`config.mk`:
```
export PLATFORM = sky130hd
export DESIGN_NAME = data_ram_responder
export DESIGN_NICKNAME = d
export VERILOG_FILES = /design/src/rtl/ram_pkg.sv /design/src/rtl/ram_array.sv /design/src/rtl/data_ram_responder.sv
export SDC_FILE = /design/constraint.sdc
export NUM_CORES = 2
export LEC_CHECK = 0
export CAP_MARGIN = 5
export CORE_ASPECT_RATIO = 1.5
export CORE_MARGIN = 2
export CORE_UTILIZATION = 45
export CTS_BUF_LIST = sky130_fd_sc_hd__clkbuf_4 sky130_fd_sc_hd__clkbuf_8 sky130_fd_sc_hd__clkbuf_16
export DETAILED_ROUTE_END_ITERATION = 8
export MAX_ROUTING_LAYER = met4
export PLACE_DENSITY = 0.58
export SETUP_SLACK_MARGIN = 0.2
export SLEW_MARGIN = 20
export SYNTH_ARGS = -nofsm -noshare
export SYNTH_HDL_FRONTEND = slang
export SYNTH_SLANG_ARGS = --single-unit
```
`constraint.sdc`:
```
create_clock -name iCLK -period 5.21 [get_ports iCLK]
set_input_delay 1.042 -clock iCLK [delete_from_list [all_inputs] [get_ports iCLK]]
set_output_delay 1.042 -clock iCLK [all_outputs]
set_load 0.005 [all_outputs]
```
`src/rtl/ram_pkg.sv`:
```
// Shared definitions for the data-RAM request interface: geometry defaults,
// responder FSM encoding and the byte-address to word-index slice.
package ram_pkg;
  localparam int ADDR_W  = 8;
  localparam int DATA_W  = 32;
  localparam int DEPTH   = 64;
  localparam int IDX_LSB = 2;
  localparam int IDX_MSB = 7;
  localparam int IDX_W   = IDX_MSB - IDX_LSB + 1;

  typedef enum logic [1:0] {
    S_IDLE  = 2'd0,
    S_READ  = 2'd1,
    S_RESP  = 2'd2,
    S_WRITE = 2'd3
  } ram_state_e;
endpackage

```
`src/rtl/ram_array.sv`:
```
// Single-port DEPTH x DATA_W word store: synchronous read, synchronous write,
// contents deliberately not reset so they survive a core reset.
module ram_array #(
  parameter int DEPTH  = 64,
  parameter int DATA_W = 32,
  parameter int IDX_W  = $clog2(DEPTH)
) (
  input  logic              i_clk,
  input  logic              i_we,
  input  logic              i_re,
  input  logic [IDX_W-1:0]  i_idx,
  input  logic [DATA_W-1:0] i_wdata,
  output logic [DATA_W-1:0] o_rdata
);
  logic [DATA_W-1:0] r_mem [DEPTH];
  logic [DATA_W-1:0] r_rdata;

  always_ff @(posedge i_clk) begin
    if (i_we) r_mem[i_idx] <= i_wdata;
    if (i_re) r_rdata <= r_mem[i_idx];
  end

  assign o_rdata = r_rdata;
endmodule

```
`src/rtl/data_ram_responder.sv`:
```
// Responder for the execution unit's data-RAM port: accepts one edge-armed
// request per CE assertion, services it from ram_array and handshakes back.
module data_ram_responder
  import ram_pkg::*;
#(
  parameter int DEPTH  = ram_pkg::DEPTH,
  parameter int ADDR_W = ram_pkg::ADDR_W,
  parameter int DATA_W = ram_pkg::DATA_W
) (
  input  logic              iCLK,
  input  logic              iRST,
  input  logic              iRAM_CE,
  input  logic              iRAM_RD,
  input  logic              iRAM_WR,
  input  logic [ADDR_W-1:0] iRAM_ADDR,
  input  logic [DATA_W-1:0] iRAM_DATA,
  output logic [DATA_W-1:0] oRAM_DATA,
  output logic              oRAM_BUSY,
  output logic              oRAM_ACK,
  output logic              oRAM_ERR
);
  localparam int AW = $clog2(DEPTH);

  ram_state_e        r_state;
  logic              r_armed;
  logic [AW-1:0]     r_idx;
  logic [DATA_W-1:0] r_wdata;
  logic [DATA_W-1:0] r_data;
  logic              r_ack;
  logic              r_err;

  logic              w_aligned;
  logic              w_valid;
  logic              w_we;
  logic              w_re;
  logic [DATA_W-1:0] w_rdata;

  assign w_aligned = (iRAM_ADDR[IDX_LSB-1:0] == '0);
  assign w_valid   = (iRAM_RD ^ iRAM_WR) && w_aligned;
  // Reset gating keeps a WRITE from landing if reset overlaps the edge.
  assign w_we      = (r_state == S_WRITE) && iRST;
  assign w_re      = (r_state == S_READ);

  ram_array #(
    .DEPTH  (DEPTH),
    .DATA_W (DATA_W),
    .IDX_W  (AW)
  ) u_array (
    .i_clk   (iCLK),
    .i_we    (w_we),
    .i_re    (w_re),
    .i_idx   (r_idx),
    .i_wdata (r_wdata),
    .o_rdata (w_rdata)
  );

  always_ff @(posedge iCLK or negedge iRST) begin
    if (!iRST) begin
      r_state <= S_IDLE;
      r_armed <= 1'b1;
      r_idx   <= '0;
      r_wdata <= '0;
      r_data  <= '0;
      r_ack   <= 1'b0;
      r_err   <= 1'b0;
    end else begin
      r_ack <= 1'b0;
      r_err <= 1'b0;
      case (r_state)
        S_IDLE: begin
          if (!iRAM_CE) begin
            r_armed <= 1'b1;
          end else if (r_armed) begin
            // Any sampled request, good or bad, consumes the arm.
            r_armed <= 1'b0;
            if (w_valid) begin
              r_idx   <= iRAM_ADDR[IDX_LSB +: AW];
              r_wdata <= iRAM_DATA;
              r_state <= iRAM_RD ? S_READ : S_WRITE;
            end else begin
              r_err <= 1'b1;
            end
          end
        end
        S_READ:  r_state <= S_RESP;
        S_RESP: begin
          r_data  <= w_rdata;
          r_ack   <= 1'b1;
          r_state <= S_IDLE;
        end
        S_WRITE: begin
          r_ack   <= 1'b1;
          r_state <= S_IDLE;
        end
        default: r_state <= S_IDLE;
      endcase
    end
  end

  assign oRAM_DATA = r_data;
  assign oRAM_BUSY = (r_state != S_IDLE);
  assign oRAM_ACK  = r_ack;
  assign oRAM_ERR  = r_err;
endmodule

```
==> qor.yml <==
status:
  outcome: "finished, final reports clean"
power_and_ir_drop:
  p_per_area_nw_per_um2: 503
  vdd_ir_drop_max_uv: 307
  power.leakage_nw: 29.1
cells_and_area:
  area_growth_pct: 14.4
  nets: 4751
  mostFrequentLayoutCells: "edfxtp_1, a221oi_1, a22oi_1"
  fill_cells: 14400
  drive_gt1_share_pct: 18.0
  utilization_pct: 51.9
  stdcell_count: 7262
  layout_commonest_cell: "edfxtp_1"
global_routing:
  grt_pass1_wl_mm: 360
  grt_usage_pct: 29.0
  grt_pass1_vias: 45800
  antenna_found_initial: 5
  grt-ovfl-total: 0
  grt_start_max_net_pins: 91
placement:
  hpwl_mm: 162
  dp_slack_ps: 1220
  dp.cells: 6904
  io_buffer_count: 79
  gp_congestion: 0.903
setup_path:
  worstPathArrival_ps: 4560
  r2r_setup_slack_ps: 1170
  required_ps: 5740
  r2r-end: "u_array.o_rdata[6]$_DFFE_PP_"
  r2r-start: "r_idx[0]$_DFFE_PN0P_"
  crit_fanout: 43
  max_stage_delay_ps: 720
  cp_common_cell: "a221oi_1"
  critical_path_class: "flip-flop to flip-flop"
  rr_worst_depth: 7
  startpoint_type: "flip-flop"
  critPathTopFamily: "simple AND/OR/NAND/NOR gates"
  path_cells: "and2_4 > buf_4 > a221oi_1 > nor3_1 > or4_1 > a221oi_1 > nand4b_1"
  slowest_stage: "dfrtp_4"
  cp.depth: 7
  crit_path_end_kind: "flip-flop"
  crit_buf_inv: 1
synth:
  synth_enable_flop_cells: 2080
  async_flop_share_pct: 3.48
  yosysSeqAreaShare_pct: 79.3
  ys.flop_type: "edfxtp_1"
  ys_ff_latch: 2155
  ys_types: 56
  synth_nets: 4552
  netlist_area_um2: 81100
  yosys_warnings: 0
  syn_avg_cell_area_um2: 18.0
  yosys.area.top_type: "edfxtp_1"
  synth_top_area_share_pct: 77.0
  syn_inst: 4507
  synth.area.top_cells: "edfxtp_1, a221oi_1, a22oi_1, mux4_2, dfrtp_1"
floorplan:
  start_util_pct: 45.4
  die_area_um2: 184000
  ios: 80
  die_h_um: 524
  die_w_um: 351
  row_count: 190
  core_area_um2: 179000
worst_hold_path:
  min_path_type: "primary input to async pin"
drt:
  ant_nets: 0
  wl_per_cell_um: 35.9
  finalWirelength_mm: 261
  drc: 0
  drt_pass1_iterations: 7
  vias: 47200
  drtIter0Drc: 6027
  routed_via_density: 6.50
timing:
  setup-violations-final: 0
  tns_ps: 0
  clock_skew_ps: 55.3
  whs_ps: 223
  slew_viol_final: 0
  fin_crit_sh_pct: 77.5
  hold_viol: 0
  relSlewSlack_pct: 22.4
  worstMarginPinSlew_ps: 1160
  min_period_ps: 4040
  rsz0062_at_grt: "no"
  fin_ws_ps: 1170
  maxClockFrequency_mhz: 248
clocking:
  hold_buffers: 0
  path_clk_slew_ps: 60
  clock_sinks: 2155
  clock_path_buffers: 4
  clock-root-buffer: "clkbuf_16"
  worstSkewPairLatency_ps: 860
  h-tree-depth: 4
  post_cts_buffers: 0
  cts_buffers: 199
  cts_tree: "yes"
  cts_resized: 0
job:
  cap_violations: 0
[power by group]
part / internal [W] / switching, W
Sequential: 0.0205 / 0.000652
Clock: 0.00802 / 0.00627
Combinational: 0.00324 / 0.00796
[layer usage]
| metal | vias up | global-route usage [%] | wire length [µm] |
|---|---|---|---|
| met2 | 2575 | 48.1 | 131000 |
| met1 | 24800 | 33.9 | 91800 |
| li1 | 19200 | - | - |
| met5 | - | - | 0 |
| met4 | 0 | 18.4 | 20300 |
| met3 | 591 | 3.06 | 17600 |
[flip-flops by register name, indices dropped and copies added (netlist names)]
signal           cells
r_state              2
u_array.r_mem     2048
oRAM_DATA           32
r_wdata             32
u_array.o_rdata     32
r_armed              1
oRAM_ERR             1
oRAM_ACK             1
r_idx                6
[final cells by class]
type                            instances  area, µm²  share of cell area, %
Multi-Input combinational cell       2000      15800                   17.1
Inverter                                5       28.8                 0.0310
Timing Repair Buffer                  345       3190                   3.44
Clock inverter                         90        711                  0.766
Clock buffer                          257       5550                   5.98
Antenna cell                           10       25.0                 0.0270
Sequential cell                      2155      64400                   69.5
Tap cell                             2400       3000                   3.24
[worst reg2reg max path, stage by stage, from the launching register on]
cell	delay (ps)
dfrtp_4	720
and2_4	570
buf_4	440
a221oi_1	430
nor3_1	190
or4_1	600
a221oi_1	490
nand4b_1	280
[synthesized netlist by cell type, types with 4 or more instances]
| library cell | n |
|---|---|
| and2_1 | 6 |
| a222oi_1 | 6 |
| clkbuf_1 | 136 |
| nor3_1 | 69 |
| mux2i_1 | 82 |
| a31oi_1 | 4 |
| dfrtp_1 | 74 |
| a22o_1 | 6 |
| buf_4 | 16 |
| o22ai_1 | 100 |
| buf_2 | 122 |
| a21oi_1 | 74 |
| nor4_1 | 13 |
| a32o_1 | 4 |
| nand4_1 | 11 |
| o32ai_1 | 5 |
| a221o_1 | 14 |
| o2bb2ai_1 | 4 |
| a211oi_1 | 28 |
| inv_1 | 4 |
| o2111ai_1 | 6 |
| o22a_1 | 4 |
| or3_1 | 10 |
| buf_1 | 71 |
| nor2_1 | 214 |
| nand2_1 | 191 |
| o221ai_1 | 58 |
| a22oi_1 | 287 |
| a211o_1 | 13 |
| nand3_1 | 8 |
| o211ai_1 | 14 |
| nor2b_1 | 11 |
| a32oi_1 | 5 |
| nand2b_1 | 4 |
| nand4b_1 | 5 |
| o21ai_0 | 128 |
| or4_1 | 13 |
| mux4_2 | 93 |
| a2111oi_0 | 4 |
| mux2_2 | 72 |
| a221oi_1 | 412 |
| edfxtp_1 | 2080 |
[worst max-delay path by stage]
stage | slack, ps | start | end
3_3_place_gp | 1210 | iRST | u_array.r_mem[17][7]$_DFFE_PP_
4_1_cts | 1270 | r_idx[0]$_DFFE_PN0P_ | u_array.o_rdata[6]$_DFFE_PP_
6_report | 1170 | r_idx[0]$_DFFE_PN0P_ | u_array.o_rdata[6]$_DFFE_PP_
5_1_grt | 1230 | r_idx[0]$_DFFE_PN0P_ | u_array.o_rdata[6]$_DFFE_PP_
3_5_place_dp | 1220 | iRST | u_array.r_mem[17][4]$_DFFE_PP_
2_1_floorplan | 1590 | r_idx[0]$_DFFE_PN0P_ | u_array.r_mem[11][0]$_DFFE_PP_
[metrics by stage]
stage	area, µm²	power, W
floorplan	81100	0.0270
global placement	86400	0.0325
detailed placement	86400	0.0326
CTS	92700	0.0467
global route	92700	0.0478
finish	92800	0.0467
[cell families after synthesis]
| group | count (synthesis) | share of synthesized area [%] |
|---|---|---|
| flops | 2155 | 79.3 |
| compound gates | 1186 | 11.1 |
| simple gates | 566 | 3.05 |
| buf+inv | 352 | 1.91 |
| mux | 247 | 4.59 |
| xor+xnor | 1 | 0.0108 |
(Power assumes the default switching activity.)
